## config.mk

```make
export PLATFORM = sky130hd
export DESIGN_NAME = flash_access_arbiter
export DESIGN_NICKNAME = d
export VERILOG_FILES = /design/src/rtl/flash_pkg.sv /design/src/rtl/flash_access_arbiter_rr_arb2.sv /design/src/rtl/flash_access_arbiter.sv
export SDC_FILE = /design/constraint.sdc
export NUM_CORES = 1
export LEC_CHECK = 0
export ABC_AREA = 1
export BUFFER_PORTS_ARGS = -buffer_cell sky130_fd_sc_hd__buf_2
export CORE_ASPECT_RATIO = 0.5
export CORE_MARGIN = 4
export CORE_UTILIZATION = 46
export DETAILED_ROUTE_END_ITERATION = 16
export PLACE_DENSITY = 0.74
export SKIP_LAST_GASP = 1
export SYNTH_ARGS = -nofsm -noshare
export SYNTH_HDL_FRONTEND = slang
export SYNTH_SLANG_ARGS = --single-unit
```

## constraint.sdc

```tcl
create_clock -name clk -period 1.6 [get_ports clk]
set_clock_uncertainty 0.05 [all_clocks]
set_input_delay 0.24 -clock clk [delete_from_list [all_inputs] [get_ports clk]]
set_output_delay 0.24 -clock clk [all_outputs]
set_load 0.02 [all_outputs]
```

## src/rtl/flash_pkg.sv

```systemverilog
// -----------------------------------------------------------------------------
// flash_pkg
//   Definitions shared by the SPI-flash access path.
//   - arb_state_e : arbiter sequencing state (IDLE -> ISSUE -> BUSY -> DONE)
//   - OP_*        : flash command opcodes used by the flash wrapper
//   - *_DEF       : default address / byte-count widths
// -----------------------------------------------------------------------------
package flash_pkg;

   localparam int ADDR_W_DEF = 24;
   localparam int CNT_W_DEF  = 8;

   localparam logic [7:0] OP_READ_STATUS  = 8'h05;
   localparam logic [7:0] OP_WRITE_ENABLE = 8'h06;
   localparam logic [7:0] OP_PAGE_PROGRAM = 8'h02;
   localparam logic [7:0] OP_READ_DATA    = 8'h03;
   localparam logic [7:0] OP_SECTOR_ERASE = 8'h20;

   typedef enum logic [1:0] {
      ST_IDLE  = 2'd0,
      ST_ISSUE = 2'd1,
      ST_BUSY  = 2'd2,
      ST_DONE  = 2'd3
   } arb_state_e;

endpackage

```

## src/rtl/flash_access_arbiter_rr_arb2.sv

```systemverilog
// -----------------------------------------------------------------------------
// rr_arb2
//   Combinational two-way round-robin pick.
//   Ports:
//     valid0, valid1 : in  - requester has a pending op
//     last_gnt       : in  - index of the requester served most recently
//     gnt_valid      : out - at least one requester is pending
//     gnt_idx        : out - winning requester index (0/1)
// -----------------------------------------------------------------------------
module rr_arb2 (
   input  logic valid0,
   input  logic valid1,
   input  logic last_gnt,
   output logic gnt_valid,
   output logic gnt_idx
);

   always_comb begin
      gnt_valid = valid0 | valid1;
      // On a tie the requester not served last wins; otherwise the lone one.
      if (valid0 && valid1) begin
         gnt_idx = ~last_gnt;
      end else begin
         gnt_idx = valid1;
      end
   end

endmodule

```

## src/rtl/flash_access_arbiter.sv

```systemverilog
// -----------------------------------------------------------------------------
// flash_access_arbiter
//   Shares one SPI-flash wrapper port between req0 (boot loader) and req1
//   (data/CPU store path). Round-robin grant, latches the winning payload and
//   drives the wrapper's read/write strobes, then follows the wrapper through
//   IDLE -> busy -> IDLE and returns done (and err on timeout) to the winner.
//
//   Handshake: a requester holds reqN_valid with a stable payload until it sees
//   the one-cycle reqN_ready pulse; that pulse means the payload was latched and
//   the op is owned by the arbiter. reqN_done (with reqN_err on timeout) pulses
//   exactly once per accepted op, only to the requester that was granted.
//
//   Ports:
//     clk, rst                 : clock, synchronous active-high reset
//     reqN_valid/write/addr/nbyte : requester N op (write=1 erase+program)
//     reqN_ready/done/err      : one-cycle pulses back to requester N
//     wp_read, wp_write        : level strobes to the wrapper (ISSUE only)
//     wp_addr, wp_nbyte        : latched payload, held from grant until DONE
//     wp_idle                  : wrapper FSM is in its IDLE state
//     dbg_state                : current arbiter state
// -----------------------------------------------------------------------------
module flash_access_arbiter
   import flash_pkg::*;
#(
   parameter int ADDR_W      = ADDR_W_DEF,
   parameter int CNT_W       = CNT_W_DEF,
   parameter int TIMEOUT_CYC = 2_000_000
) (
   input  logic              clk,
   input  logic              rst,
   input  logic              req0_valid,
   input  logic              req0_write,
   input  logic [ADDR_W-1:0] req0_addr,
   input  logic [CNT_W-1:0]  req0_nbyte,
   output logic              req0_ready,
   output logic              req0_done,
   output logic              req0_err,
   input  logic              req1_valid,
   input  logic              req1_write,
   input  logic [ADDR_W-1:0] req1_addr,
   input  logic [CNT_W-1:0]  req1_nbyte,
   output logic              req1_ready,
   output logic              req1_done,
   output logic              req1_err,
   output logic              wp_read,
   output logic              wp_write,
   output logic [ADDR_W-1:0] wp_addr,
   output logic [CNT_W-1:0]  wp_nbyte,
   input  logic              wp_idle,
   output arb_state_e        dbg_state
);

   localparam int TO_W = $clog2(TIMEOUT_CYC + 1);
   localparam logic [TO_W-1:0] TO_LAST = TO_W'(TIMEOUT_CYC - 1);
   localparam logic [TO_W-1:0] TO_MAX  = TO_W'(TIMEOUT_CYC);

   arb_state_e        state_q, state_d;
   logic              last_gnt_q, last_gnt_d;
   logic              gnt_q, gnt_d;
   logic              op_write_q, op_write_d;
   logic [TO_W-1:0]   timer_q, timer_d;
   logic              wp_read_q, wp_read_d;
   logic              wp_write_q, wp_write_d;
   logic [ADDR_W-1:0] wp_addr_q, wp_addr_d;
   logic [CNT_W-1:0]  wp_nbyte_q, wp_nbyte_d;
   logic              ready0_q, ready0_d, ready1_q, ready1_d;
   logic              done0_q, done0_d, done1_q, done1_d;
   logic              err0_q, err0_d, err1_q, err1_d;

   logic              arb_valid;
   logic              arb_idx;

   rr_arb2 u_rr_arb2 (
      .valid0    (req0_valid),
      .valid1    (req1_valid),
      .last_gnt  (last_gnt_q),
      .gnt_valid (arb_valid),
      .gnt_idx   (arb_idx)
   );

   always_comb begin
      state_d    = state_q;
      last_gnt_d = last_gnt_q;
      gnt_d      = gnt_q;
      op_write_d = op_write_q;
      timer_d    = timer_q;
      wp_read_d  = wp_read_q;
      wp_write_d = wp_write_q;
      wp_addr_d  = wp_addr_q;
      wp_nbyte_d = wp_nbyte_q;
      ready0_d   = 1'b0;
      ready1_d   = 1'b0;
      done0_d    = 1'b0;
      done1_d    = 1'b0;
      err0_d     = 1'b0;
      err1_d     = 1'b0;

      if ((state_q == ST_ISSUE || state_q == ST_BUSY) && timer_q != TO_MAX) begin
         timer_d = timer_q + TO_W'(1);
      end

      case (state_q)
         ST_IDLE: begin
            // A busy wrapper in IDLE means someone else still owns it: hold off.
            if (arb_valid && wp_idle) begin
               gnt_d      = arb_idx;
               op_write_d = arb_idx ? req1_write : req0_write;
               wp_addr_d  = arb_idx ? req1_addr  : req0_addr;
               wp_nbyte_d = arb_idx ? req1_nbyte : req0_nbyte;
               ready0_d   = ~arb_idx;
               ready1_d   = arb_idx;
               timer_d    = '0;
               state_d    = ST_ISSUE;
            end
         end
         ST_ISSUE: begin
            if (timer_q == TO_LAST) begin
               wp_read_d  = 1'b0;
               wp_write_d = 1'b0;
               done0_d    = ~gnt_q;
               done1_d    = gnt_q;
               err0_d     = ~gnt_q;
               err1_d     = gnt_q;
               state_d    = ST_DONE;
            end else if (!wp_idle) begin
               // Wrapper has taken the command; strobe must be gone before it
               // returns to IDLE or it would start a second op.
               wp_read_d  = 1'b0;
               wp_write_d = 1'b0;
               state_d    = ST_BUSY;
            end else begin
               wp_read_d  = ~op_write_q;
               wp_write_d = op_write_q;
            end
         end
         ST_BUSY: begin
            wp_read_d  = 1'b0;
            wp_write_d = 1'b0;
            if (timer_q == TO_LAST) begin
               done0_d = ~gnt_q;
               done1_d = gnt_q;
               err0_d  = ~gnt_q;
               err1_d  = gnt_q;
               state_d = ST_DONE;
            end else if (wp_idle) begin
               done0_d = ~gnt_q;
               done1_d = gnt_q;
               state_d = ST_DONE;
            end
         end
         ST_DONE: begin
            // No grant here: the wrapper gets one IDLE cycle to reload address/count.
            last_gnt_d = gnt_q;
            wp_addr_d  = '0;
            wp_nbyte_d = '0;
            state_d    = ST_IDLE;
         end
         default: begin
            state_d = ST_IDLE;
         end
      endcase
   end

   always_ff @(posedge clk) begin
      if (rst) begin
         state_q    <= ST_IDLE;
         last_gnt_q <= 1'b1;
         gnt_q      <= 1'b0;
         op_write_q <= 1'b0;
         timer_q    <= '0;
         wp_read_q  <= 1'b0;
         wp_write_q <= 1'b0;
         wp_addr_q  <= '0;
         wp_nbyte_q <= '0;
         ready0_q   <= 1'b0;
         ready1_q   <= 1'b0;
         done0_q    <= 1'b0;
         done1_q    <= 1'b0;
         err0_q     <= 1'b0;
         err1_q     <= 1'b0;
      end else begin
         state_q    <= state_d;
         last_gnt_q <= last_gnt_d;
         gnt_q      <= gnt_d;
         op_write_q <= op_write_d;
         timer_q    <= timer_d;
         wp_read_q  <= wp_read_d;
         wp_write_q <= wp_write_d;
         wp_addr_q  <= wp_addr_d;
         wp_nbyte_q <= wp_nbyte_d;
         ready0_q   <= ready0_d;
         ready1_q   <= ready1_d;
         done0_q    <= done0_d;
         done1_q    <= done1_d;
         err0_q     <= err0_d;
         err1_q     <= err1_d;
      end
   end

   assign req0_ready = ready0_q;
   assign req1_ready = ready1_q;
   assign req0_done  = done0_q;
   assign req1_done  = done1_q;
   assign req0_err   = err0_q;
   assign req1_err   = err1_q;
   assign wp_read    = wp_read_q;
   assign wp_write   = wp_write_q;
   assign wp_addr    = wp_addr_q;
   assign wp_nbyte   = wp_nbyte_q;
   assign dbg_state  = state_q;

endmodule
```

# After elaboration in Yosys (flattened, before gate mapping)
# Index checks and enable logic that the tools add are counted.
classes:
  reduce_logical: 13
  n_addsub: 1
  muxes: 31
  n_eq_ne: 8
  bitwise: 8
ops:
  columns: ["operator", "count"]
  rows:
  - ["21-bit two-way mux", 3]
  - ["24-bit two-way mux", 2]
  - ["24-bit case mux with 2 select lines", 1]
  - ["21-bit by 1-bit adder with 21-bit output (second input constant)", 1]
  - ["21-bit == test (second input constant)", 1]
  - ["21-bit != test (second input constant)", 1]
  - ["8-bit two-way mux", 2]
  - ["8-bit case mux with 2 select lines", 1]
  - ["1-bit two-way mux", 12]
  - ["2-bit two-way mux", 5]
  - ["1-bit case mux with 2 select lines", 4]
  - ["2-bit case mux with 4 select lines", 1]
  - ["1-bit inverter", 7]
  - ["3-bit by 2-bit != test with 1-bit output (second input constant)", 2]
  - ["2-bit == test (second input constant)", 2]
  - ["2-bit AND reduction", 2]
  - ["2-bit nonzero test", 2]
  - ["2-bit OR reduction", 2]
  - ["1-bit logical AND", 3]
  - ["3-bit AND reduction", 1]
  - ["3-bit OR reduction", 1]
  - ["2-bit by 1-bit == test with 1-bit output (second input constant)", 1]
  - ["2-bit zero test", 1]
  - ["2-bit != test (second input constant)", 1]
  - ["2 further kinds", 2]
word_totals:
  inputBits: 71
  wordCells: 76
  out_inout_bits: 42
  regBits: 66

# Longest topological paths before layout
# Gate-level depths: netlist (run 1).
logic_depth:
  word_depth: 6
  depth_mapped: 12
  ltp_nobuf: 11

# By module
# A second synthesis (run 1) with hierarchy kept.
hier_totals:
  hier_cells: 532
  hier_area_um2: 3505.9
modules_own_cells:
  columns: ["mod", "area_per_inst_um2", "instances", "seq_area_each_um2", "cells_each"]
  rows:
  - ["flash_access_arbiter", 3490.8, 1, 1321.3, 529]
  - ["rr_arb2", 15.0, 1, 0.0, 3]

# Worst setup path before layout (run 1)
# No wires, ideal clock.
synth_path:
  path_kind: "register -> register"
  startpoint: "register state_q[0], in the netlist dbg_state[0]"
  endpoint: "register wp_nbyte_q[2], in the netlist wp_nbyte[2]"
  setup_time_ns: 0.070
  path_slack_ns: -0.081
  arrival_time_ns: 1.560
  path_stages_with_launch: 7
  path_buffers: 1
  synth_period_minus_slack_ns: 1.681
  t_required_ns: 1.480
  path_cell_list: "dfxtp_1 -> inv_1 -> ha_1 -> o21ai_1 -> clkbuf_1 -> nand2_1 -> a21oi_1"
synth_between:
  elab_chain_len: 3
  word_cells_on_any_way: 6
  classes_between: "2 x eq/ne; 1 x mux; 3 x reduce/logical"
synth_rtl:
  columns: ["item", "line", "source"]
  rows:
  - ["start: declaration", "flash_access_arbiter.sv:57", "arb_state_e state_q, state_d;"]
  - ["start signal: assignment", "flash_access_arbiter.sv:182", "state_q <= state_d;"]
  - ["2-bit == test or 2-bit zero test (tied branches)", "flash_access_arbiter.sv:102", "case (state_q)"]
  - ["2-bit nonzero test (no source line) or 2-bit != test (tied branches)", null, null]
  - ["2-bit AND reduction (no source line)", null, null]
  - ["end signal: assignment", "flash_access_arbiter.sv:190", "wp_nbyte_q <= wp_nbyte_d;"]
  - ["end: declaration", "flash_access_arbiter.sv:65", "logic [CNT_W-1:0] wp_nbyte_q, wp_nbyte_d;"]
# Several ways; a longest one is shown, not always the timed one.
# A chain may end at the register's enable or synchronous reset.

# Worst setup path in the final report (run 1)
layout_path:
  startpoint: "register timer_q[0]"
  endpoint: "register timer_q[17]"
layout_between:
  elab_chain_len: 5
  word_cells_on_any_way: 6
  classes_between: "1 x add/sub; 1 x eq/ne; 3 x mux; 1 x reduce/logical"
layout_rtl:
  columns: ["item", "line", "source"]
  rows:
  - ["start: declaration", "flash_access_arbiter.sv:61", "logic [TO_W-1:0] timer_q, timer_d;"]
  - ["start signal: assignment", "flash_access_arbiter.sv:186", "timer_q <= timer_d;"]
  - ["branches (longest 2 deep; another with 21-bit by 1-bit adder with 21-bit output)", null, null]
  - ["21-bit two-way mux *", "flash_access_arbiter.sv:98", "if ((state_q == ST_ISSUE || state_q == ST_BUSY) && timer_q != TO_MAX) begin"]
  - ["21-bit two-way mux", "flash_access_arbiter.sv:105", "if (arb_valid && wp_idle) begin"]
  - ["21-bit two-way mux *", "flash_access_arbiter.sv:102", null]
# Mark *: on every way between the ends.

==> summary.txt, run 1 <==
Run status
  • Outcome: completed

Floorplan
  • Top-level port count: 113
  • Initial Util: 0.493
  • Row count: 21
  • Die area: 0.00899 sq mm
  • Core area: 0.00696 sq mm
  • Die X: 130 um
  • Die Span Y: 69.1 um

Global route
  • Initial antenna violation count: 0
  • GRT overflow: 0
  • Vias in the first global route: 3,381
  • First-pass GRT wire length: 15.3 mm
  • Largest net degree at the start of global routing: 34
  • Gr usage total: 0.209

Clock network
  • Total of cells resized after clock tree synthesis: 0
  • Max H-tree Level: 3
  • Clock Sinks: 66
  • TritonCTS Buffers: 9
  • Post-CTS setup buffer count: 0
  • CTS tree: built
  • Root buffer cell: clkbuf_16
  • CTS max path bufs: 2
  • Hold_buf cts: 0
  • Clk Latency, worst-skew pair: 0.33 ns
  • Clk slew on worst S/H paths: 0.06 ns

Timing
  • Final period utilization: 0.936
  • Pin slew with the least headroom to its limit: 0.379 ns
  • Fmax: 0.668 GHz
  • RSZ-0062 raised after global routing: yes
  • Setup violators final: 0
  • Relative slew slack: 0.745
  • Slew Limit Fails: 0
  • Final Hold Viols: 0
  • Final min period: 1.50 ns
  • Fin Setup TNS: 0 ns

Drt
  • Drt wl/cell: 12.2 um
  • First-pass DRT Iterations: 4
  • Post-route ant nets: 0
  • Post-route DRC violation count: 0
  • Met2 wire length: 4.28 mm
  • Vias per cell: 4.90
  • M1 wire length: 4.23 mm
  • Routed via count: 3,726
  • DRT Wirelength: 9.28 mm
  • Iter 0 DRT Violations: 233
  • Highest routed metal layer: met4
  • Met3 WL: 648 um

Power and ir drop
  • PwrDens: 1340 mW/mm^2
  • Worst vdd ir: 0.000728 V
  • Switching share of total power: 0.356
  • Comb pwr share: 0.344
  • Clock Power Share: 0.340
  • Leakage: 2.16 nW
  • Pwr Total: 6.29 mW
  • Register share of total power: 0.316
  • Cell internal pwr: 4.05 mW
  • Psw: 2.24 mW

Layout
  • Layout Cells excl Fill: 761
  • Most frequent cells in the layout: nand2_1 (241), buf_2 (112), dfxtp_1 (59)
  • Final core occ: 0.674
  • Commonest non-fill, non-tap cell in the layout: nand2_1
  • Area grow syn2layout: 36.8%
  • Final nets: 742
  • Fraction of layout cells with a size suffix above 1: 0.299
  • ANT cells: 0
  • Finished Cell Area: 0.00469 sq mm

Setup path
  • Critical path launch point type: register
  • CP cell instances: inv_2 > ha_1 > nand3_1 > nor2_1 > nand3_2 > nand2_4 > buf_6 > nor2_2 > nand2_1 > nand2_1 > nor2_1
  • CP endpoint kind: register
  • Crit path arrival time: 1.68 ns
  • Critical setup path kind: reg2reg
  • Crit path largest cell delay: 0.37 ns
  • CP required: 1.78 ns
  • Register-to-Register Setup Slack: 0.10 ns
  • Crit path buf inv count: 2
  • Worst path slowest cell: dfxtp_2
  • CP top delay family: simple AND/OR/NAND/NOR gates
  • Crit path max fanout: 10

Synthesis
  • Synth top area cells: dfxtp_1 (39%), nand2_1 (27%), a21oi_1 (7.6%)
  • Sequential fraction of the synthesis area: 0.385
  • Syn nets: 611
  • Netlist cell types: 29
  • Post-Syn Area: 0.00343 sq mm
  • Largest area contributor in the netlist: dfxtp_1
  • Yosys warns: 0
  • Mapped Cells: 533
  • Share of the synthesized area in the top cell type: 0.385
  • Syn Area/Cell: 6.44 sq um
  • Yosys reg bits: 66

Worst hold path
  • Hold WC Path Type: in2reg

Placement
  • Port Buffer Count: 112
  • Cell count after placement: 744
  • Placed cell area: 0.00426 sq mm
  • Dpl hpwl: 6.76 mm
  • Gp weighted congestion: 0.899

Run
  • Number of max-cap violations: 0
-- final cells by class --
cell class,instances,area [sq um]
tap,92,115
fill,610,2270
inverter,29,111
clock buffer,10,239
sequential,66,1340
timing repair buffer,142,838
multi-input combinational,416,1960
clock inverter,6,90.1
-- cell usage after synthesis --
library cell / number
nand3_2: 2
o211ai_1: 1
nor2_1: 37
buf_6: 2
nand2_4: 1
nand2_2: 2
dfxtp_1: 66
clkbuf_1: 13
o21ai_1: 1
buf_4: 1
xnor2_1: 5
nor2_4: 2
nand3b_1: 2
o21bai_1: 4
nand3_1: 25
nor3_2: 1
o21ai_0: 9
nand4_1: 7
nand2_1: 243
nor3_1: 4
o21ai_2: 1
nor2_2: 6
xor2_1: 2
inv_1: 25
ha_1: 7
a21oi_2: 2
buf_2: 6
a21oi_1: 52
inv_2: 4
-- sequential cells by signal, summed over array words and instances, names as in the netlist --
register and flops:
dbg_state 2, req0_err 1, timer_q 21, wp_read 1, req0_done 1, last_gnt_q 1, gnt_q 1, op_write_q 1
wp_nbyte 8, wp_write 1, req1_done 1, req1_err 1, req0_ready 1, wp_addr 24, req1_ready 1
-- worst paths after layout --
kind	startpoint	endpoint	cells past startpoint
min reg2reg	wp_nbyte[5]	wp_nbyte[5]	2
min	req0_write	op_write_q	3
max	timer_q[0]	timer_q[17]	11
max reg2reg	timer_q[0]	timer_q[17]	11
-- worst reg2reg max path, delay by kind of cell, from the launching register on --
family / cells / cell delay [ns]
adders and majority gates: 1 / 0.19
buffers and inverters: 2 / 0.22
DFF: 1 / 0.37
and+or+nand+nor: 8 / 0.57
-- cells by family after synthesis --
logic type,Yosys count,synth area share
adder cells (fa/ha/maj),7,0.0255
flip-flops,66,0.385
AND/OR/NAND/NOR,332,0.399
XOR/XNOR,7,0.0179
AO/OA/AOI/OAI,70,0.109
buffers and inverters,51,0.0635
-- routing by layer --
layer  up-vias  track usage
met5         -            0
li1       1952            -
met1      1646        0.261
met3        12       0.0787
met2       116        0.331
met4         0       0.0680
-- power groups by stage --
stage	registers [mW]	logic, mW	clock network (mW)
2_1_floorplan	2.22	1.17	0
3_3_place_gp	1.99	2.02	0
3_5_place_dp	2.00	2.05	0
4_1_cts	1.97	2.06	2.19
5_1_grt	2.02	2.37	2.27
6_report	1.99	2.16	2.14
-- per-stage QoR --
stage / worst slack (ns) / hold WS [ns]
6_report: 0.102 / 0.0854
5_1_grt: -0.0299 / 0.108
4_1_cts: 0.0122 / 0.0714
3_5_place_dp: 0.0420 / 0.398
3_3_place_gp: 0.0885 / 0.394
2_1_floorplan: 0.0214 / 0.292
Note: power is estimated with default switching activity, not from simulation.
==> run 2: changes to the inputs <==
GPL_TIMING_DRIVEN = 0   (was default)
==> summary.txt, run 2 (same netlist as run 1, synthesis figures left out) <==
Layout
  • Final nets: 743 (+0.13%)
  • Area grow syn2layout: 36.0%
  • Commonest non-fill, non-tap cell in the layout: nand2_1
  • Final core occ: 0.670 (-0.00395)
  • Max reg flops: 24 (unchanged)
  • Fraction of layout cells with a size suffix above 1: 0.310 (+0.0115)
  • Finished Cell Area: 0.00467 sq mm (-0.59%)
  • ANT cells: 0 (unchanged)
  • Most frequent cells in the layout: nand2_1 (239), buf_2 (116), a21oi_1 (52)

Timing
  • Setup violators final: 0 (unchanged)
  • Final min period: 1.52 ns (+0.0269 ns)
  • Final Hold Viols: 0 (unchanged)
  • Slew Limit Fails: 0 (unchanged)
  • Final period utilization: 0.953 (+0.0168)
  • RSZ-0062 raised after global routing: yes
  • Setup WS post-layout: 0.0752 ns (-0.0269 ns)
  • Fmax: 0.656 GHz (-1.8%)
  • Fin Hold WS: 0.0901 ns (+0.00471 ns)
  • Relative slew slack: 0.681 (-0.0646)
  • Pin slew with the least headroom to its limit: 0.479 ns (+0.0998 ns)

Floorplan
  • Core area: 0.00696 sq mm (unchanged)
  • Die area: 0.00899 sq mm (unchanged)
  • Die X: 130 um (unchanged)
  • Row count: 21 (unchanged)
  • Top-level port count: 113 (unchanged)
  • Die Span Y: 69.1 um (unchanged)
  • Initial Util: 0.493 (unchanged)

Power and ir drop
  • Leakage: 2.13 nW (-1.5%)
  • PwrDens: 1360 mW/mm^2 (+1.7%)
  • Worst vdd ir: 0.000823 V (+13%)

Global route
  • Gr usage total: 0.207 (-0.00193)
  • First-pass GRT wire length: 15.2 mm (-0.58%)
  • Largest net degree at the start of global routing: 13 (-62%)
  • Vias in the first global route: 3,307 (-2.2%)
  • GRT overflow: 0 (unchanged)
  • Initial antenna violation count: 0 (unchanged)

Drt
  • Vias per cell: 4.88 (-0.27%)
  • First-pass DRT Iterations: 4 (unchanged)
  • Iter 0 DRT Violations: 176 (-24%)
  • DRT Wirelength: 9.41 mm (+1.4%)
  • Post-route ant nets: 0 (unchanged)
  • Post-route DRC violation count: 0 (unchanged)
  • Routed via count: 3,721 (-0.13%)
  • Drt wl/cell: 12.3 um (+1.2%)

Setup path
  • Critical path launch point type: register
  • CP endpoint kind: register
  • Reg2Reg Depth: 8 (-3)
  • Reg2reg start: timer_q[1]
  • Crit path max fanout: 5 (-5)
  • Worst setup path end: dbg_state[0]
  • Register-to-Register Setup Slack: 0.08 ns (-0.03 ns)
  • Critical setup path kind: reg2reg
  • CP required: 1.75 ns (-0.03 ns)
  • Worst setup path start: timer_q[1]
  • End of the worst register-to-register path: dbg_state[0]
  • Crit path arrival time: 1.67 ns (about the same)

Clock network
  • Clk Latency, worst-skew pair: 0.33 ns (about the same)
  • Root buffer cell: clkbuf_16
  • TritonCTS Buffers: 9 (unchanged)
  • Clk slew on worst S/H paths: 0.06 ns (about the same)
  • CTS tree: built
  • CTS max path bufs: 2 (unchanged)
  • Max H-tree Level: 3 (unchanged)
  • Clock Sinks: 66 (unchanged)

Placement
  • Gp weighted congestion: 0.934 (+3.9%)
  • Port Buffer Count: 112 (unchanged)
  • Placed cell area: 0.00411 sq mm (-3.4%)
  • Worst slack, placed: -0.192 ns (-0.234 ns)
  • Dpl hpwl: 6.76 mm (about the same)

Run status
  • Outcome: completed

Run
  • Number of max-cap violations: 0 (unchanged)

Worst hold path
  • Hold WC Path Type: in2reg
-- run 2: changes by cell type in the layout (fill, tap and decap cells not counted), moves of 3 or more --
cell      change
dfxtp_1       -8
dfxtp_2       +7
clkbuf_2      +4
buf_2         +4
clkbuf_1      +4
buf_4         -8
buf_12        -3
-- run 2: worst min-delay path by stage --
| stage | cells past startpoint | end | slack, ns | startpoint |
|---|---|---|---|---|
| 2_1_floorplan | 1 | req1_ready | 0.29 | rst |
| 3_3_place_gp | 2 | wp_addr[9] | 0.39 | wp_addr[9] |
| 3_5_place_dp | 2 | wp_nbyte[2] | 0.40 | wp_nbyte[2] |
| 4_1_cts | 3 | op_write_q | 0.08 | req0_write |
| 5_1_grt | 2 | req1_ready | 0.09 | rst |
| 6_report | 3 | op_write_q | 0.09 | req0_write |
-- run 2: metal layers --
layer / up-vias / wire length [um] / track usage
li1: 1954 / - / -
met1: 1659 / 4310 / 0.273
met2: 100 / 4370 / 0.323
met3: 8 / 626 / 0.0725
met4: 0 / 95 / 0.0507
met5: - / 0 / 0
-- run 2: final cells by class --
class                           count  area [sq um]
Buffer                             22           149
Clock buffer                       10           239
Clock inverter                      6          88.8
Fill cell                         644          2300
Inverter                           29           109
Multi-Input combinational cell    416          1990
Sequential cell                    66          1350
Tap cell                           92           115
Timing Repair Buffer              121           628
-- run 2: power breakdown --
group	switching, mW	internal [mW]
logic	1.39	0.808
registers	0.148	1.87
clock network	0.736	1.41
-- run 2: through the flow --
step / TNS (ns) / power (mW) / instances
finish: 0 / 6.36 / 762
global route: -0.109 / 6.74 / 762
CTS: -0.0326 / 6.25 / 754
detailed placement: -4.56 / 4.03 / 737
global placement: -4.01 / 4.02 / 737
floorplan: 0 / 3.39 / 533
-- run 2: critical path, stage by stage (launching register included) --
cell     delay, ns
dfxtp_4       0.37
ha_4          0.16
nand3_4       0.10
nor3_4        0.24
nand3_2       0.15
nand2_2       0.13
nand3_1       0.08
nand2_1       0.07
a21oi_1       0.05
-- run 2: timing repair --
item,in CTS,in global routing
resized for setup,14,57
pin swaps,1,11
hold buffers,0,0
setup endpoints to repair,55,61
gates cloned,0,0
buffers inserted,1,8
